<file path="src/rtl/pe_ctrl_pkg.sv">
// -----------------------------------------------------------------------------
// pe_ctrl_pkg
// Shared definitions for the PE array controller and PE-side logic:
//   mode_e   - operation encodings broadcast on mode_sel
//   state_e  - controller phase enum
//   max_int  - helper for sizing localparams
// -----------------------------------------------------------------------------
package pe_ctrl_pkg;

  typedef enum logic [1:0] {
    MODE_MM    = 2'b00,
    MODE_ILL   = 2'b01,
    MODE_FPMUL = 2'b10,
    MODE_FPADD = 2'b11
  } mode_e;

  typedef enum logic [2:0] {
    IDLE,
    CLEAR,
    FEED,
    FLUSH,
    DRAIN,
    DONE
  } state_e;

  function automatic int max_int(input int a, input int b);
    return (a > b) ? a : b;
  endfunction

endpackage

</file>
<file path="src/rtl/ctrl_phase_cnt.sv">
// -----------------------------------------------------------------------------
// ctrl_phase_cnt
// Down-counter timing the multi-cycle controller phases.
// Ports:
//   clk, rst   - clock, asynchronous active-high reset
//   load       - reload count with value (wins over dec)
//   value      - reload value
//   dec        - decrement by one (saturates at zero)
//   count      - current count
//   is_last    - count == 1, i.e. the final cycle of the phase
// -----------------------------------------------------------------------------
module ctrl_phase_cnt #(
  parameter int W = 16
) (
  input  logic         clk,
  input  logic         rst,
  input  logic         load,
  input  logic [W-1:0] value,
  input  logic         dec,
  output logic [W-1:0] count,
  output logic         is_last
);

  logic [W-1:0] cnt_q;

  // NOTE: sequential state is written with <= so every flop samples the
  // pre-edge values; blocking here would create order-dependent behaviour.
  always_ff @(posedge clk or posedge rst) begin
    if (rst) begin
      cnt_q <= '0;
    end else if (load) begin
      cnt_q <= value;
    end else if (dec && (cnt_q != '0)) begin
      cnt_q <= cnt_q - 1'b1;
    end
  end

  assign count   = cnt_q;
  assign is_last = (cnt_q == W'(1));

endmodule

</file>
<file path="src/rtl/pe_array_ctrl.sv">
// -----------------------------------------------------------------------------
// pe_array_ctrl
// Sequencer for a ROWS x COLS systolic PE array. A command is latched in
// IDLE and walked through CLEAR / FEED / FLUSH / DRAIN / DONE.
// Ports:
//   clk, rst                 - clock, asynchronous active-high reset
//   cmd_valid/cmd_ready      - command handshake (ready only in IDLE)
//   cmd_mode/cmd_len/cmd_ysel- command fields, latched on acceptance
//   abort                    - synchronous abort back to IDLE
//   mode_sel, y_sel          - latched command broadcast to the PEs
//   psu_clr                  - partial-sum clear
//   sys_buf_en, drain_row    - drain enable and row index
//   feed_en                  - feeders advance one element
//   busy, done, err          - status; done/err are one-cycle pulses
// All outputs except cmd_ready come straight from flops.
// -----------------------------------------------------------------------------
module pe_array_ctrl
  import pe_ctrl_pkg::*;
#(
  parameter int ROWS   = 8,
  parameter int COLS   = 8,
  parameter int PE_LAT = 3,
  parameter int LEN_W  = 16
) (
  input  logic                    clk,
  input  logic                    rst,
  input  logic                    cmd_valid,
  output logic                    cmd_ready,
  input  logic [1:0]              cmd_mode,
  input  logic [LEN_W-1:0]        cmd_len,
  input  logic                    cmd_ysel,
  input  logic                    abort,
  output logic [1:0]              mode_sel,
  output logic                    y_sel,
  output logic                    psu_clr,
  output logic                    sys_buf_en,
  output logic                    feed_en,
  output logic [$clog2(ROWS)-1:0] drain_row,
  output logic                    busy,
  output logic                    done,
  output logic                    err
);

  // Pipeline depths: matmul waits for the wavefront to cross the whole
  // array; elementwise fp only has to pass down the rows.
  localparam int MM_FLUSH = ROWS + COLS - 2 + PE_LAT;
  localparam int FP_FLUSH = ROWS + PE_LAT - 1;
  localparam int CNT_W    = max_int(LEN_W,
                                    max_int($clog2(MM_FLUSH + 1), $clog2(ROWS + 1)));
  localparam int ROW_W    = $clog2(ROWS);

  state_e             state_q, state_d;
  logic [LEN_W-1:0]   len_q;
  logic [1:0]         mode_q;
  logic               ysel_q;
  logic               psu_clr_q, feed_q, sbuf_q, busy_q, done_q, err_q, rdy_q;
  logic [ROW_W-1:0]   row_q;

  logic               accept;
  logic               cnt_load, cnt_dec, cnt_last;
  logic [CNT_W-1:0]   cnt_value, cnt_count;

  // abort outranks a command offered in the same IDLE cycle, so it also
  // masks the handshake.
  assign accept    = (state_q == IDLE) && cmd_valid && !abort;
  assign cmd_ready = rdy_q && !abort;

  ctrl_phase_cnt #(.W(CNT_W)) u_cnt (
    .clk     (clk),
    .rst     (rst),
    .load    (cnt_load),
    .value   (cnt_value),
    .dec     (cnt_dec),
    .count   (cnt_count),
    .is_last (cnt_last)
  );

  // NOTE: every signal gets a default before the case so no path leaves it
  // unassigned, which would otherwise infer a latch.
  always_comb begin
    state_d   = state_q;
    cnt_load  = 1'b0;
    cnt_dec   = 1'b0;
    cnt_value = '0;
    if ((state_q != IDLE) && abort) begin
      state_d = IDLE;
    end else begin
      case (state_q)
        IDLE: if (accept) begin
          if (cmd_mode == MODE_MM) begin
            state_d = CLEAR;
          end else if (cmd_mode == MODE_ILL) begin
            state_d = DONE;
          end else if (cmd_len != '0) begin
            state_d   = FEED;
            cnt_load  = 1'b1;
            cnt_value = CNT_W'(cmd_len);
          end else begin
            state_d   = FLUSH;
            cnt_load  = 1'b1;
            cnt_value = CNT_W'(FP_FLUSH);
          end
        end
        CLEAR: begin
          cnt_load = 1'b1;
          if (len_q != '0) begin
            state_d   = FEED;
            cnt_value = CNT_W'(len_q);
          end else begin
            state_d   = FLUSH;
            cnt_value = CNT_W'(MM_FLUSH);
          end
        end
        FEED: if (cnt_last) begin
          state_d   = FLUSH;
          cnt_load  = 1'b1;
          cnt_value = (mode_q == MODE_MM) ? CNT_W'(MM_FLUSH) : CNT_W'(FP_FLUSH);
        end else begin
          cnt_dec = 1'b1;
        end
        FLUSH: if (cnt_last) begin
          if (mode_q == MODE_MM) begin
            state_d   = DRAIN;
            cnt_load  = 1'b1;
            cnt_value = CNT_W'(ROWS);
          end else begin
            state_d = DONE;
          end
        end else begin
          cnt_dec = 1'b1;
        end
        DRAIN: if (cnt_last) begin
          state_d = DONE;
        end else begin
          cnt_dec = 1'b1;
        end
        DONE:    state_d = IDLE;
        default: state_d = IDLE;
      endcase
    end
  end

  // Outputs are decoded from the next state so they line up with the state
  // they describe while still coming from flops.
  always_ff @(posedge clk or posedge rst) begin
    if (rst) begin
      state_q   <= IDLE;
      len_q     <= '0;
      mode_q    <= MODE_MM;
      ysel_q    <= 1'b0;
      psu_clr_q <= 1'b1;
      feed_q    <= 1'b0;
      sbuf_q    <= 1'b0;
      row_q     <= '0;
      busy_q    <= 1'b0;
      done_q    <= 1'b0;
      err_q     <= 1'b0;
      rdy_q     <= 1'b1;
    end else begin
      state_q <= state_d;
      if (accept) begin
        len_q  <= cmd_len;
        mode_q <= cmd_mode;
        ysel_q <= cmd_ysel;
      end else if (state_d == IDLE) begin
        mode_q <= MODE_MM;
        ysel_q <= 1'b0;
      end
      // An abort leaves the PEs with a clean partial sum for the next command.
      psu_clr_q <= (state_d == CLEAR) || ((state_q != IDLE) && abort);
      feed_q    <= (state_d == FEED);
      sbuf_q    <= (state_d == DRAIN);
      row_q     <= ((state_q == DRAIN) && (state_d == DRAIN)) ? row_q + 1'b1 : '0;
      busy_q    <= (state_d != IDLE);
      done_q    <= (state_d == DONE);
      err_q     <= accept && (cmd_mode == MODE_ILL);
      rdy_q     <= (state_d == IDLE);
    end
  end

  assign mode_sel   = mode_q;
  assign y_sel      = ysel_q;
  assign psu_clr    = psu_clr_q;
  assign feed_en    = feed_q;
  assign sys_buf_en = sbuf_q;
  assign drain_row  = row_q;
  assign busy       = busy_q;
  assign done       = done_q;
  assign err        = err_q;

endmodule

</file>
<file path="config.mk">
export PLATFORM = sky130hd
export DESIGN_NAME = pe_array_ctrl
export DESIGN_NICKNAME = d
export VERILOG_FILES = /design/src/rtl/pe_ctrl_pkg.sv /design/src/rtl/ctrl_phase_cnt.sv /design/src/rtl/pe_array_ctrl.sv
export SDC_FILE = /design/constraint.sdc
export NUM_CORES = 1
export LEC_CHECK = 0
export ABC_AREA = 1
export ABC_CLOCK_PERIOD_IN_PS = 4700
export CAP_MARGIN = 20
export CORE_MARGIN = 2
export CORE_UTILIZATION = 60
export DETAILED_ROUTE_END_ITERATION = 7
export PLACE_DENSITY = 0.92
export SETUP_SLACK_MARGIN = 0.1
export SLEW_MARGIN = 10
export SYNTH_ARGS = -nofsm -noshare
export SYNTH_HDL_FRONTEND = slang
export SYNTH_SLANG_ARGS = --single-unit
</file>
<file path="constraint.sdc">
create_clock -name clk -period 4.7 [get_ports clk]
set_clock_uncertainty 0.05 [all_clocks]
set_input_delay 0.94 -clock clk [delete_from_list [all_inputs] [get_ports clk]]
set_output_delay 0.94 -clock clk [all_outputs]
set_load 0.02 [all_outputs]
</file>
# Word-level counts from Yosys, hierarchy flattened
# Cells that the tools add are included.
dict set report word_totals {
  output_inout_bits 13
  ff_bits 48
  mem_bits_rw 0
  mem_bits_ro 0
  mem_count 0
  latchBits 0
}
dict set report op_classes {
  n_mux 40
  order_cmp 0
  bitwise_logic 0
  eq_ne 10
  mul 0
  add_sub_neg 2
  div 0
  shift 0
  n_reduce_logical 21
}
# operator n
set ops {}
lappend ops {{2-to-1 mux 16 bit} 8}
lappend ops {{one-hot mux 16 bit (4 select lines)} 1}
lappend ops {{nonzero test 16 bit} 3}
lappend ops {{2-to-1 mux 3 bit} 8}
lappend ops {{equality test 16 x 1 -> 1 bit (second input constant)} 1}
lappend ops {{subtractor 16 x 1 -> 16 bit (second input constant)} 1}
lappend ops {{2-to-1 mux 1 bit} 15}
lappend ops {{one-hot mux 3 bit (5 select lines)} 1}
lappend ops {{2-to-1 mux 5 bit} 2}
lappend ops {{equality test 3 x 2 -> 1 bit (second input constant)} 3}
lappend ops {{equality test 3 bit (second input constant)} 3}
lappend ops {{2-to-1 mux 4 bit} 2}
lappend ops {{logical AND 1 bit} 7}
lappend ops {{equality test 3 x 1 -> 1 bit (second input constant)} 2}
lappend ops {{logical NOT 3 bit} 2}
lappend ops {{nonzero test 3 bit} 2}
lappend ops {{logical NOT 2 bit} 2}
lappend ops {{2-to-1 mux 2 bit} 2}
lappend ops {{one-hot mux 1 bit (4 select lines)} 1}
lappend ops {{nonzero test 2 bit} 2}
lappend ops {{adder 3 x 1 -> 3 bit (second input constant)} 1}
lappend ops {{OR reduction 3 bit} 1}
lappend ops {{equality test 2 x 1 -> 1 bit (second input constant)} 1}
lappend ops {{logical NOT 1 bit} 1}
lappend ops {{logical OR 1 bit} 1}

# Depth between registers and ports, before layout
# Gate-level depths: netlist of run 1.
dict set report depth {
  depth_word 10
  mapped_depth 14
}

# Modules after synthesis
# A second synthesis of run 1 with hierarchy kept.
dict set report unflattened {
  hier_cells 418
  hier_area_um2 3007.9
}
# mod instances area_each_um2 cells_each seq_area_each_um2
set by_module_without_submodules {}
lappend by_module_without_submodules {pe_array_ctrl 1 1791.7 248 803.3}
lappend by_module_without_submodules {ctrl_phase_cnt 1 1216.2 170 400.4}

# Worst setup path before layout of run 1
# OpenSTA, ideal clock, no wires.
dict set report synth_timing {
  path_kind {input to output}
  from {input port abort}
  to {output port cmd_ready}
  setup_slack_ns 2.477
  stages 1
  arrival_ns 1.233
  path_buffers 0
  cell_sequence {nor2_1}
}
dict set report synth_via {
  elab_chain_len 2
}
# item line
set synth_rtl {}
lappend synth_rtl {{start, declared} pe_array_ctrl.sv:32} ;# input logic abort,
lappend synth_rtl {{logical NOT 1 bit} pe_array_ctrl.sv:66} ;# assign cmd_ready = rdy_q && !abort;
lappend synth_rtl {{logical AND 1 bit} pe_array_ctrl.sv:66}
lappend synth_rtl {{end, declared} pe_array_ctrl.sv:28} ;# output logic cmd_ready,
# No other way between the ends.

# Worst setup path after layout of run 1
# Same ends and word-level chain as after synthesis.

==> results of run 1 <==
[metal layers]
layer / share of wire (%) / routed length, um / global-route usage [%] / vias to the layer above
met5: 0 / 0 / 0 / -
met1: 41 / 2840 / 34.3 / 1309
met2: 51 / 3530 / 48.1 / 95
met4: 2.2 / 154 / 9.52 / 0
met3: 5.8 / 402 / 6.56 / 19
li1: - / - / - / 1349
[cell usage after synthesis, drive strengths merged]
cell type and n:
buf 5, inv 46, clkbuf 4, or2 1, a21boi 1, o22ai 6
xor2 2, dfstp 2, nor2 58, o2111ai 1, o21ai 25, a22oi 5
nand4 7, nand3 33, o211ai 4, ha 3, dfrtp 46, and2 1
nor3 3, clkinv 1, xnor2 3, nand2 134, a21oi 8
[state kept, by name, summed over array words and instances (netlist names)]
name	count
len_q	16
u_cnt.count	16
drain_row	3
state_q	3
mode_sel	2
busy	1
done	1
err	1
feed_en	1
psu_clr	1
rdy_q	1
sys_buf_en	1
y_sel	1
[how the worst max path moves through the flow]
stage / cells past startpoint / slack, ns / to
2_1_floorplan: 1 / 2.48 / cmd_ready
3_3_place_gp: 11 / 1.54 / u_cnt.count[8]
3_5_place_dp: 10 / 1.45 / u_cnt.count[4]
4_1_cts: 3 / 1.59 / cmd_ready
5_1_grt: 3 / 1.57 / cmd_ready
6_report: 3 / 1.59 / cmd_ready
[worst max-delay path, cell delays in order]
cell and delay [ns]:
clkdlybuf4s50_1 0.46, nor2_1 0.12, clkdlybuf4s50_1 0.60
[power breakdown]
group	total [mW]	internal [mW]	switching, mW
Sequential	0.709	0.576	0.133
Clock	0.244	0.104	0.140
Combinational	0.986	0.344	0.642
Total	1.94	1.02	0.915
[cells by family (layout without fill, tap and decap cells)]
kind of cell	Yosys count	after routing
and+or+nand+nor	237	237
DFF	48	48
xor gates and xnor gates	5	5
AOI/OAI and AO/OA	50	50
buffers and inverters	56	91
adders and majority gates	3	3
[layout make-up]
type | count | area share [%]
Sequential cell | 48 | 34.6
Tap cell | 67 | 2.41
Multi-Input combinational cell | 295 | 44.6
Timing Repair Buffer | 36 | 10.6
Clock buffer | 6 | 2.09
Inverter | 47 | 5.32
Clock inverter | 2 | 0.360
==> flow_metrics.py, run 1 <==
metrics = {
    "clock_tree": {
        "post_cts_resize_count": 0,
        "cts_inserted_buffers": 5,
        "htree_levels": 2,
        "clk_latency_ns": 0.31,
        "clk_pin_slew_ns": 0.08,
        "clockBufferDepth": 2,
        "postCtsSetupRepairBufs": 0,
        "tritoncts": "done",
        "cts_sinks": 48,
        "cts_hold_buffers": 0,
        "root_buffer": "clkbuf_8",
    },
    "synth": {
        "yosysTopAreaCellShare_pct": 38.2,
        "syn_area_per_cell_um2": 7.55,
        "synth-compound-area-share_pct": 11.2,
        "synthCells": 399,
        "syn-num-nets": 425,
        "synthAdderAreaFrac_pct": 1.25,
        "synth-seq-cells": 48,
        "synth_top_family_by_area": "simple AND/OR/NAND/NOR gates",
        "ys_types": 42,
        "synth_xor_area_share_pct": 1.45,
        "syn-cell-area_um2": 3010,
        "yosys.area_share.simple_pct": 37.5,
        "yosys-top-cells-area": "dfrtp_1 (38%), nand2_1 (15%), nor2_1 (5.9%)",
        "ys_seq_area_share_pct": 40.0,
        "ys_warn_count": 0,
        "synth_top_area_cell": "dfrtp_1",
        "synth_mux_area_share_pct": 0,
    },
    "final_layout": {
        "area_delta_synth_final_pct": 15.4,
        "final_cells": 501,
        "final_common_cell": "nand2_1",
        "fin_util_pct": 72.7,
        "fin_nets": 459,
        "multi_input_area_um2": 1550,
        "drive_above_1_share_pct": 14.1,
        "fillers": 373,
        "diodes": 0,
        "finalInstanceArea_um2": 3480,
        "register_area_um2": 1200,
        "mostFrequentLayoutCells": "nand2_1 (121), nor2_1 (47), dfrtp_1 (46), inv_1 (39), clkdlybuf4s50_1 (35)",
    },
    "drt": {
        "drc": 0,
        "final_antenna_net_count": 0,
        "drt-initial-drc-count": 185,
        "routed_wl_um": 6930,
        "post_drt_wl_per_cell_um": 13.8,
        "vias_per_cell": 5.53,
        "vias": 2772,
        "drtPass1Iterations": 5,
    },
    "sta": {
        "setup_slack_ns": 1.59,
        "rsz0062_at_grt": "false",
        "final_max_slew_viol_count": 0,
        "fin_crit_ns": 3.11,
        "slew-limit-headroom_pct": 43.9,
        "worst_slew_pin_slew_ns": 0.838,
        "max_freq_mhz": 322,
        "finalSetupTns_ns": 0,
        "period_share_pct": 66.1,
        "setup_viol": 0,
        "finalHoldViolCount": 0,
        "whs_ns": 0.419,
    },
    "power_and_ir_drop": {
        "p_leak_nw": 1.70,
        "total_power_mw": 1.94,
        "peakVddDrop_mv": 0.345,
        "powerDensity_nw_per_um2": 558,
    },
    "grt": {
        "grt_max_degree": 49,
        "grt_pass1_wl_um": 11900,
        "grt_antenna_before_repair": 0,
        "grt_pass1_vias": 2697,
        "gr-total-overflow": 0,
        "track_usage_pct": 27.9,
    },
    "die": {
        "pin_count": 36,
        "die_area_um2": 5600,
        "fp.coreArea_um2": 4790,
        "num_rows": 25,
        "die_h_um": 74.9,
        "initial_core_util_pct": 63.0,
        "dieWidth_um": 74.9,
    },
    "worst_setup_path": {
        "end_kind": "output pin",
        "r2r_end": "u_cnt.count[12]",
        "crit_fanout": 3,
        "cp-start-kind": "primary input",
        "worstSetupStartpoint": "abort",
        "worstSetupPathType": "in2out",
        "required_ns": 3.71,
        "cp.arrival_ns": 2.12,
        "r2r_start": "state_q[0]",
        "rrSetupSlack_ns": 2.28,
        "reg2reg_depth": 9,
    },
    "hold_path": {
        "whs_endpoint": "drain_row[0]",
        "hold_depth": 1,
        "hold_start": "drain_row[0]",
        "min-delay-path-class": "reg2reg",
    },
    "placement": {
        "dpl_cell_area_um2": 3370,
        "place_inst": 492,
        "gp_congestion": 0.948,
        "pre_cts_slack_ns": 1.45,
        "port_buffers": 35,
        "dpl.hpwl_um": 5250,
    },
    "job": {
        "maxCapViolations": 0,
    },
    "status": {
        "outcome": "finished clean",
    },
}
(Power assumes the default switching activity.)
==> run 2: changes to the inputs <==
Settings changed: ABC_CLOCK_PERIOD_IN_PS 4700 to 2700, CORE_UTILIZATION 60 to 51, PLACE_DENSITY 0.92 to 0.84.
Clock period 4.7 ns to 2.7 ns, I/O delays scaled along.
==> run 2 against run 1 <==
- clock power rose to 2.5 times the previous value
- critical endpoint unchanged
- power rose by 84%
- highest routed layer unchanged
- critical path depth is the same
- first-iteration DRC count grew 2.2%
- non-clock buffer count rose by 6
- sequential share of layout area is 0.84 points lower
- clock-buffer cell count stayed put
- die area rose by 17%
- sequential power increased by 73%
- cell area is 2.5% higher
- flip-flop and latch count did not move
- register-to-register slack got worse by 1.6 ns
==> flow_metrics.py, run 2 (synthesized netlist as in run 1, its figures left out) <==
metrics = {
    "sta": {
        "period_share_pct": 85.3,
        "finalHoldViolCount": 0,
        "max_freq_mhz": 434,
        "setup_viol": 0,
        "slew-limit-headroom_pct": 70.3,
        "finalSetupTns_ns": 0,
        "final_max_slew_viol_count": 0,
        "fin_crit_ns": 2.30,
        "rsz0062_at_grt": "false",
        "worst_slew_pin_slew_ns": 0.445,
    },
    "status": {
        "outcome": "finished clean",
    },
    "grt": {
        "grt_max_degree": 24,
        "grt_pass1_wl_um": 11500,
        "gr-total-overflow": 0,
        "track_usage_pct": 23.0,
        "grt_antenna_before_repair": 0,
        "grt_pass1_vias": 2579,
    },
    "final_layout": {
        "area_delta_synth_final_pct": 18.3,
        "fin_nets": 465,
        "final_cells": 512,
        "finalInstanceArea_um2": 3560,
        "final_common_cell": "nand2_1",
        "mostFrequentLayoutCells": "nand2_1 (121), nor2_1 (47), dfrtp_1 (46), inv_1 (39), clkdlybuf4s50_1 (35)",
        "drive_above_1_share_pct": 15.2,
        "diodes": 0,
    },
    "placement": {
        "port_buffers": 35,
        "dpl.hpwl_um": 5280,
        "gp_congestion": 0.934,
        "place_inst": 504,
        "dpl_cell_area_um2": 3430,
    },
    "clock_tree": {
        "htree_levels": 2,
        "root_buffer": "clkbuf_8",
        "cts_sinks": 48,
        "post_cts_resize_count": 0,
        "clk_pin_slew_ns": 0.08,
        "clk_latency_ns": 0.31,
        "postCtsSetupRepairBufs": 0,
        "tritoncts": "done",
        "cts_hold_buffers": 0,
        "cts_inserted_buffers": 5,
        "clockBufferDepth": 2,
    },
    "drt": {
        "vias": 2740,
        "final_antenna_net_count": 0,
        "post_drt_wl_per_cell_um": 13.4,
        "drt-initial-drc-count": 189,
        "vias_per_cell": 5.35,
        "drc": 0,
        "routed_wl_um": 6860,
        "drtPass1Iterations": 5,
    },
    "worst_setup_path": {
        "required_ns": 2.11,
        "critPathMaxStageDelay_ns": 0.60,
        "path_delay_family": "buffers and inverters",
        "path_buf_inv": 2,
        "end_kind": "output pin",
        "cp-start-kind": "primary input",
        "crit_fanout": 3,
        "cp.arrival_ns": 1.71,
        "cp_common_cell": "clkdlybuf4s50_1",
        "worstSetupPathType": "in2out",
        "cpMaxStageDelayCell": "clkdlybuf4s50_1",
        "crit_chain": "clkdlybuf4s50_1, nor2_1, clkdlybuf4s50_1",
    },
    "die": {
        "die_area_um2": 6540,
        "num_rows": 27,
        "fp.coreArea_um2": 5610,
        "dieWidth_um": 80.9,
        "pin_count": 36,
        "die_h_um": 80.9,
        "initial_core_util_pct": 53.7,
    },
    "power_and_ir_drop": {
        "powerDensity_nw_per_um2": 1000,
        "p_leak_nw": 1.75,
        "total_power_mw": 3.57,
        "peakVddDrop_mv": 0.554,
    },
    "hold_path": {
        "min-delay-path-class": "reg2reg",
    },
    "job": {
        "maxCapViolations": 0,
    },
}
-- run 2: changes by cell type in the layout (fill, tap and decap cells not counted) --
cell,change
clkinv_2,-1
bufinv_16,+2
clkinvlp_4,-1
buf_12,-1
buf_4,+7
-- run 2: layout make-up --
cell class	instances	area, um^2
fillers	493	2040
flip-flops and latches	48	1200
multi-input cells	295	1550
clock inverters	2	60.1
inverters	47	185
repair buffers	42	403
well taps	72	90.1
clock buffers	6	72.6
-- run 2: path summary, 6_finish.rpt --
| path | startpoint | end | slack, ns | cells past startpoint |
|---|---|---|---|---|
| setup / recovery | abort | cmd_ready | 0.40 | 3 |
| hold / removal | drain_row[0] | drain_row[0] | 0.42 | 1 |
| max in group asynchronous | rst | psu_clr | 1.45 | 3 |
| min in group asynchronous | rst | u_cnt.count[5] | 0.50 | 2 |
| setup reg to reg | u_cnt.count[8] | u_cnt.count[1] | 0.72 | 11 |
| hold reg to reg | drain_row[0] | drain_row[0] | 0.42 | 1 |
-- run 2: layer usage --
layer / global-route usage [%] / routed length [um] / vias to the layer above
met2: 40.6 / 3370 / 78
met5: 0 / 0 / -
met4: 7.12 / 114 / 0
li1: - / - / 1355
met1: 28.6 / 3000 / 1297
met3: 4.22 / 377 / 10
-- run 2: through the flow --
step / setup WS (ns) / utilization (%) / hold slack, ns
CTS: 0.389 / 63.6 / 0.422
global placement: 0.363 / 61.2 / 0.405
global route: 0.354 / 63.6 / 0.438
floorplan: 0.969 / - / 0.414
finish: 0.397 / 63.6 / 0.415
detailed placement: 0.303 / 61.2 / 0.407
-- run 2: worst reg2reg max path, stage by stage, from the launching register on --
cell and delay, ns:
dfrtp_1 0.46, nor2_2 0.23, nand2_2 0.16, nor2_8 0.17
nand3_1 0.12, nand2_2 0.12, o21ai_4 0.06, buf_4 0.22
nand2_1 0.09, nand2_1 0.05, nand2_1 0.06, o21ai_1 0.07
-- run 2: power by group --
group / switching [mW] / total (mW) / internal [mW]
Clock: 0.241 / 0.611 / 0.370
Sequential: 0.227 / 1.23 / 1.00
Combinational: 1.12 / 1.73 / 0.616
Total: 1.58 / 3.57 / 1.99
